===== src/rtl/hdmi_pkg.sv =====
// hdmi_pkg: shared constants and types for the HDMI output path.
//   TMDS_W           - encoded TMDS word width
//   CTRL_TOKEN_00..11 - TMDS control-period tokens (C1,C0 = 00..11)
//   link_state_e     - link sequencer FSM states
//   max3()           - helper for sizing counters from parameters
package hdmi_pkg;

    localparam int TMDS_W = 10;

    localparam logic [TMDS_W-1:0] CTRL_TOKEN_00 = 10'b1101010100;
    localparam logic [TMDS_W-1:0] CTRL_TOKEN_01 = 10'b0010101011;
    localparam logic [TMDS_W-1:0] CTRL_TOKEN_10 = 10'b0101010100;
    localparam logic [TMDS_W-1:0] CTRL_TOKEN_11 = 10'b1010101011;

    typedef enum logic [2:0] {
        ST_WAIT_LOCK,
        ST_STABLE,
        ST_SRST,
        ST_FLUSH,
        ST_RUN
    } link_state_e;

    function automatic int max3(input int a, input int b, input int c);
        int m;
        m = (a > b) ? a : b;
        return (m > c) ? m : c;
    endfunction

endpackage


===== src/rtl/sync_2ff.sv =====
// sync_2ff: two-flop synchroniser for W independent asynchronous bits.
//   clk_i - destination clock
//   rst_i - asynchronous active-high reset, clears both stages
//   d_i   - asynchronous inputs
//   q_o   - synchronised outputs (2 cycles latency)
module sync_2ff #(
    parameter int W = 1
) (
    input  logic         clk_i,
    input  logic         rst_i,
    input  logic [W-1:0] d_i,
    output logic [W-1:0] q_o
);

    logic [W-1:0] meta_q;
    logic [W-1:0] sync_q;

    always_ff @(posedge clk_i or posedge rst_i) begin
        if (rst_i) begin
            meta_q <= '0;
            sync_q <= '0;
        end else begin
            meta_q <= d_i;
            sync_q <= meta_q;
        end
    end

    assign q_o = sync_q;

endmodule


===== src/rtl/tmds_link_sequencer.sv =====
// tmds_link_sequencer: startup / recovery controller for the TMDS serializers.
// Holds the serializers in reset until the clock generator lock has been
// stable, pulses serializer reset, flushes the link with control tokens and
// then passes encoder words through (registered, 1 cycle latency).
//
// Ports:
//   PixelClk            - sole clock
//   aRst                - asynchronous active-high reset
//   aLocked             - clock-generator lock (async)
//   aHpd                - sink hot-plug detect (async), only with HDMI_HPD_RESTART_EN
//   pTmdsIn0/1/2        - encoded words from the TMDS encoders
//   pTmdsOut0/1/2       - words to the serializers
//   pSerdesRst          - serializer reset, active-high
//   pLinkUp             - high while in RUN
//
// Optional feature: define HDMI_HPD_RESTART_EN to add aHpd; loss of HPD in
// FLUSH/RUN restarts the sequence and leaving WAIT_LOCK also requires HPD.
module tmds_link_sequencer
    import hdmi_pkg::*;
#(
    parameter int kLockStableCycles = 1024,
    parameter int kSerdesRstCycles  = 16,
    parameter int kFlushCycles      = 64
) (
    input  logic              PixelClk,
    input  logic              aRst,
    input  logic              aLocked,
`ifdef HDMI_HPD_RESTART_EN
    input  logic              aHpd,
`endif
    input  logic [TMDS_W-1:0] pTmdsIn0,
    input  logic [TMDS_W-1:0] pTmdsIn1,
    input  logic [TMDS_W-1:0] pTmdsIn2,
    output logic [TMDS_W-1:0] pTmdsOut0,
    output logic [TMDS_W-1:0] pTmdsOut1,
    output logic [TMDS_W-1:0] pTmdsOut2,
    output logic              pSerdesRst,
    output logic              pLinkUp
);

    localparam int CNT_W = $clog2(max3(kLockStableCycles, kSerdesRstCycles, kFlushCycles)) + 1;

    localparam logic [CNT_W-1:0] LOCK_TC  = CNT_W'(kLockStableCycles - 1);
    localparam logic [CNT_W-1:0] SRST_TC  = CNT_W'(kSerdesRstCycles - 1);
    localparam logic [CNT_W-1:0] FLUSH_TC = CNT_W'(kFlushCycles - 1);

    // ------------------------------------------------------------------
    // Synchronisers
    // ------------------------------------------------------------------
    logic pLockedS;
    logic pHpdS;

`ifdef HDMI_HPD_RESTART_EN
    logic [1:0] sync_s;

    sync_2ff #(.W(2)) u_sync (
        .clk_i (PixelClk),
        .rst_i (aRst),
        .d_i   ({aHpd, aLocked}),
        .q_o   (sync_s)
    );

    assign pLockedS = sync_s[0];
    assign pHpdS    = sync_s[1];
`else
    sync_2ff #(.W(1)) u_sync (
        .clk_i (PixelClk),
        .rst_i (aRst),
        .d_i   (aLocked),
        .q_o   (pLockedS)
    );

    assign pHpdS = 1'b1;
`endif

    // ------------------------------------------------------------------
    // FSM + shared counter
    // ------------------------------------------------------------------
    link_state_e      state_q, state_d;
    logic [CNT_W-1:0] cnt_q, cnt_d;

    logic                          serdes_rst_q, serdes_rst_d;
    logic                          link_up_q, link_up_d;
    logic [2:0][TMDS_W-1:0]        out_q, out_d;
    logic [2:0][TMDS_W-1:0]        tmds_in;

    assign tmds_in = {pTmdsIn2, pTmdsIn1, pTmdsIn0};

    always_comb begin
        state_d = state_q;
        unique case (state_q)
            ST_WAIT_LOCK: if (pLockedS && pHpdS)   state_d = ST_STABLE;
            ST_STABLE:    if (cnt_q == LOCK_TC)    state_d = ST_SRST;
            ST_SRST:      if (cnt_q == SRST_TC)    state_d = ST_FLUSH;
            ST_FLUSH:     if (cnt_q == FLUSH_TC)   state_d = ST_RUN;
            ST_RUN:       state_d = ST_RUN;
            default:      state_d = ST_WAIT_LOCK;
        endcase

        // Lock loss overrides any terminal-count transition above.
        if (!pLockedS)
            state_d = ST_WAIT_LOCK;
`ifdef HDMI_HPD_RESTART_EN
        if (!pHpdS && (state_q == ST_FLUSH || state_q == ST_RUN))
            state_d = ST_WAIT_LOCK;
`endif

        // Counter clears on every state entry; it only runs in the timed
        // states, so it stays at zero in WAIT_LOCK and RUN and cannot wrap.
        cnt_d = '0;
        if (state_d == state_q &&
            (state_q == ST_STABLE || state_q == ST_SRST || state_q == ST_FLUSH))
            cnt_d = cnt_q + 1'b1;

        // Outputs decoded from the next state so they move with the state.
        serdes_rst_d = (state_d == ST_WAIT_LOCK) || (state_d == ST_STABLE) ||
                       (state_d == ST_SRST);
        link_up_d    = (state_d == ST_RUN);
        out_d        = (state_d == ST_RUN) ? tmds_in
                                           : {3{CTRL_TOKEN_00}};
    end

    always_ff @(posedge PixelClk or posedge aRst) begin
        if (aRst) begin
            state_q      <= ST_WAIT_LOCK;
            cnt_q        <= '0;
            serdes_rst_q <= 1'b1;
            link_up_q    <= 1'b0;
            out_q        <= {3{CTRL_TOKEN_00}};
        end else begin
            state_q      <= state_d;
            cnt_q        <= cnt_d;
            serdes_rst_q <= serdes_rst_d;
            link_up_q    <= link_up_d;
            out_q        <= out_d;
        end
    end

    assign pSerdesRst = serdes_rst_q;
    assign pLinkUp    = link_up_q;
    assign pTmdsOut0  = out_q[0];
    assign pTmdsOut1  = out_q[1];
    assign pTmdsOut2  = out_q[2];

endmodule


===== config.mk =====
export PLATFORM = sky130hd
export DESIGN_NAME = tmds_link_sequencer
export DESIGN_NICKNAME = d
export VERILOG_FILES = /design/src/rtl/hdmi_pkg.sv /design/src/rtl/sync_2ff.sv /design/src/rtl/tmds_link_sequencer.sv
export SDC_FILE = /design/constraint.sdc
export NUM_CORES = 1
export LEC_CHECK = 0
export ABC_CLOCK_PERIOD_IN_PS = 1560
export CORE_ASPECT_RATIO = 0.7
export CORE_UTILIZATION = 40
export CTS_CLUSTER_SIZE = 12
export DETAILED_ROUTE_END_ITERATION = 16
export PLACE_DENSITY = 0.74
export SYNTH_ARGS = -nofsm -noshare
export SYNTH_HDL_FRONTEND = slang
export SYNTH_SLANG_ARGS = --single-unit

===== constraint.sdc =====
create_clock -name PixelClk -period 1.56 [get_ports PixelClk]
set_input_delay 0.156 -clock PixelClk [delete_from_list [all_inputs] [get_ports PixelClk]]
set_output_delay 0.156 -clock PixelClk [all_outputs]
set_load 0.005 [all_outputs]

# Word-level counts from Yosys, hierarchy flattened
# Cells that the tools add are included.
# classes
n_eq_ne	11
addsub	1
n_mux	7
reduce_logical	7
# op_table
cell	n
30-bit 2-to-1 mux	1
3-bit one-hot mux with 5 select lines	1
3-bit 2-to-1 mux	4
11-bit by 1-bit adder with 11-bit output, second input constant	1
11-bit by 10-bit equality test with 1-bit output, second input constant	1
11-bit by 4-bit equality test with 1-bit output, second input constant	1
11-bit by 6-bit equality test with 1-bit output, second input constant	1
11-bit 2-to-1 mux	1
3-bit by 2-bit equality test with 1-bit output, second input constant	3
3-bit by 1-bit equality test with 1-bit output, second input constant	2
3-bit equality test, second input constant	2
3-bit logical NOT	2
1-bit logical OR	4
3-bit equality test	1
1-bit logical AND	1
# totals
register_bits	48
elab_cells	35
output_inout_bits	32

# Depth between registers and ports, before layout
# depth
word_depth	7
mapped_depth	7
mapped_depth_nobuf	6

# Hierarchy
# Synthesis repeated with hierarchy kept, for this count alone.
# unflattened
hier_cells	156
hier_area_um2	1916.8
# by_module_without_submodules
module	cells_each	seq_area_each_um2	n_inst	area_per_inst_um2
tmds_link_sequencer	153	1171.1	1	1863.0
sync_2ff	3	50.0	1	53.8

# Least setup slack after synthesis
# OpenSTA, ideal clock, no wires.
# synth_timing
path_type	register to register
startpoint	register cnt_q[0]
endpoint	register out_q, in the netlist pTmdsOut0[0]
slack_ps	-131
n_path_buf	1
path_stages_with_launch	8
period_less_slack_ps	1691
required_ps	1441
arrival_time_ps	1572
path_cell_list	dfrtp_1 ha_1 and3b_1 and4_1 o21ai_2 inv_2 buf_6 and2_1
# synth_lines
item	line	rtl
start, declared	tmds_link_sequencer.sv:80	logic [CNT_W-1:0] cnt_q, cnt_d;
start signal, assigned	tmds_link_sequencer.sv:132	cnt_q <= cnt_d;
end signal, assigned	tmds_link_sequencer.sv:129	out_q <= {3{CTRL_TOKEN_00}};
end signal, assigned	tmds_link_sequencer.sv:135	out_q <= out_d;
end, declared	tmds_link_sequencer.sv:84	logic [2:0][TMDS_W-1:0] out_q, out_d;

==> impl_metrics.json <==
{
  "status": "finished with violations",
  "violations": "setup timing",
  "cts_sinks": 48,
  "dieArea_um2": 5110,
  "wl_mm": 4.67,
  "powerDensity_nw_per_um2": 702,
  "place.gp.congestion": 0.913,
  "synth.distinct_cells": 35,
  "finalSetupViolCount": 42,
  "io_pins": 65,
  "cts_hold_buf": 0,
  "dr.pass1.iters": 4,
  "syn_inst": 153,
  "layout-drive-gt1-share": 0.374,
  "ir_worst_vdd_uv": 427,
  "cts_root_buf": "clkbuf_8",
  "leakagePower_nw": 1.39,
  "crit_buf_inv": 2,
  "overflow": 0,
  "critPathMaxFanout": 6,
  "async_reset_ff_frac": 1.00,
  "synth_xor_area_frac": 0.0409,
  "critPathArrivalTime_ns": 1.95,
  "drv_cap": 0,
  "grt_pass1_wl_mm": 6.71,
  "required_ns": 1.81,
  "place_inst": 286,
  "clk_pin_slew_ns": 0.09,
  "finalHoldViolCount": 0,
  "synthSimpleGateAreaFrac": 0.245,
  "rsz0062_at_grt": "yes",
  "max_freq_ghz": 0.589,
  "diodes": 0,
  "syn_avg_cell_area_um2": 12.6,
  "crit_chain": "nor4_4 > and4_1 > o21ai_2 > inv_4 > clkbuf_16 > and2_4",
  "timing.final.crit_share": 1.09,
  "cts.htree.levels": 2,
  "grt_antenna_before_repair": 0,
  "total_power_mw": 2.21,
  "track_usage": 0.178,
  "wl_per_cell_um": 15.5,
  "postLayoutCoreUtil": 0.704,
  "drv_slew": 0,
  "slew_headroom": 0.696,
  "core_area_um2": 4480,
  "initial_utilization": 0.431,
  "synth_edf_count": 0,
  "grt_pass1_vias": 1394,
  "critPathKind": "reg -> reg",
  "yosysSeqAreaShare": 0.633,
  "mostFrequentLayoutCell": "clkdlybuf4s50_1",
  "clock_path_buffers": 2,
  "synthMuxAreaShare": 0,
  "grt_max_degree": 43,
  "cp-end-kind": "flip-flop",
  "cts_buffers": 5,
  "drc": 0,
  "num_vias": 1529,
  "die_w_um": 85.0,
  "final_cell_count_no_fill": 301,
  "rows": 20,
  "cp_slowest_cell": "dfrtp_1",
  "area_growth_pct": 63.4,
  "cts_tree": "yes",
  "hpwl_mm": 2.95,
  "synth_top_family_by_area": "simple AND/OR/NAND/NOR gates",
  "synthAdderAreaFrac": 0.00649,
  "tightest_slew_ns": 0.454,
  "fp.dieH_um": 60.1,
  "min_period_ns": 1.70,
  "clock_skew_ns": 0.00643,
  "critPathTopFamily": "simple AND/OR/NAND/NOR gates",
  "synth_nets": 187,
  "syn_area_um2": 1930,
  "drtIter0Drc": 82,
  "port_buffers": 64,
  "final_cell_mix": "clkdlybuf4s50_1, dfrtp_1, buf_4, dfstp_2, nand2b_4",
  "antenna_left": 0,
  "final_nets": 279,
  "ys_warn_count": 0,
  "synth_compound_area_frac": 0.0383,
  "vias_per_cell": 5.08,
  "synth-seq-cells": 48,
  "slowest_delay_ns": 0.42,
  "worstHoldPathType": "in -> async",
  "ys.flop_type": "dfrtp_1",
  "insertion_delay_ns": 0.30,
  "crit_path_start_kind": "flip-flop",
  "setup_slack_ns": -0.137
}
==> timing repair <==
item / CTS / global route
gates resized for setup: 7 / 35
setup buffers: 2 / 1
setup endpoints to repair: 27 / 43
pin swaps: 6 / 3
cloned: 0 / 4
==> routing by layer <==
layer  up-vias  global-route usage  part of all wire
li1        708                   -                 -
met1       760               0.235              0.43
met2        55               0.270              0.50
met3         6              0.0566             0.059
met4         0              0.0823            0.0088
met5         -                   0                 0
==> kinds of logic (layout without fill, tap and decap cells) <==
logic type / count (synthesis) / count (layout)
buf+inv: 12 / 105
compound gates: 9 / 9
fa+ha+maj: 1 / 1
simple gates: 74 / 74
xor+xnor: 9 / 9
flops: 48 / 48
==> flip-flops by register name, summed over array words and instances (netlist names) <==
register and count:
pSerdesRst 1, pTmdsOut0 10, cnt_q 11, pLinkUp 1, pTmdsOut2 10, pTmdsOut1 10
u_sync.q_o 1, state_q 3, u_sync.meta_q 1
==> metrics by stage <==
stage               TNS, ns  hold WS, ns  cell area [µm²]  worst slack (ns)
global placement     -0.393        0.333             2780           -0.0293
finish                -3.07       0.0597             3150            -0.137
detailed placement   -0.449        0.335             2780           -0.0332
floorplan            -0.116        0.187             1940           -0.0103
CTS                  -0.750       0.0558             2910           -0.0624
global route          -5.32       0.0813             3150            -0.174
==> report_power, final <==
| part | switching (mW) | internal (mW) |
|---|---|---|
| clock network | 0.416 | 0.363 |
| logic | 0.0622 | 0.114 |
| registers | 0.00584 | 1.25 |
| total | 0.484 | 1.73 |
==> area by class of cell <==
class	instances	area, µm²
clock inverters	2	13.8
well taps	55	68.8
fillers	314	1330
multi-input cells	93	811
inverters	5	21.3
flip-flops and latches	48	1220
clock buffers	6	82.6
repair buffers	92	933
==> synth_stat cells (2+ instances only) <==
| master | number | area, µm² |
|---|---|---|
| a31oi_1 | 2 | 12.5 |
| and2_1 | 16 | 100 |
| and3_1 | 3 | 18.8 |
| and4_1 | 3 | 26.3 |
| buf_2 | 2 | 10.0 |
| buf_4 | 2 | 15.0 |
| buf_6 | 2 | 22.5 |
| dfrtp_1 | 32 | 801 |
| dfstp_2 | 16 | 420 |
| inv_1 | 4 | 15.0 |
| nand2_1 | 4 | 15.0 |
| nand2b_1 | 15 | 93.8 |
| nand3_1 | 3 | 15.0 |
| nand4_1 | 6 | 37.5 |
| nor2b_1 | 3 | 18.8 |
| nor3_1 | 11 | 55.1 |
| nor3b_1 | 4 | 30.0 |
| xnor2_1 | 3 | 26.3 |
| xor2_1 | 6 | 52.6 |
==> worst paths after layout <==
| kind | slack, ns | startpoint | end | depth (start not counted) |
|---|---|---|---|---|
| min reg2reg | 0.36 | u_sync.meta_q | u_sync.q_o | 0 |
| min | 0.06 | aRst | pTmdsOut0[0] | 2 |
| max in group asynchronous | 1.00 | aRst | pTmdsOut0[8] | 3 |
| max | -0.14 | cnt_q[6] | pTmdsOut1[0] | 6 |
| min in group PixelClk | 0.30 | aLocked | u_sync.meta_q | 1 |
| max reg2reg | -0.14 | cnt_q[6] | pTmdsOut1[0] | 6 |
(Power assumes the default switching activity.)
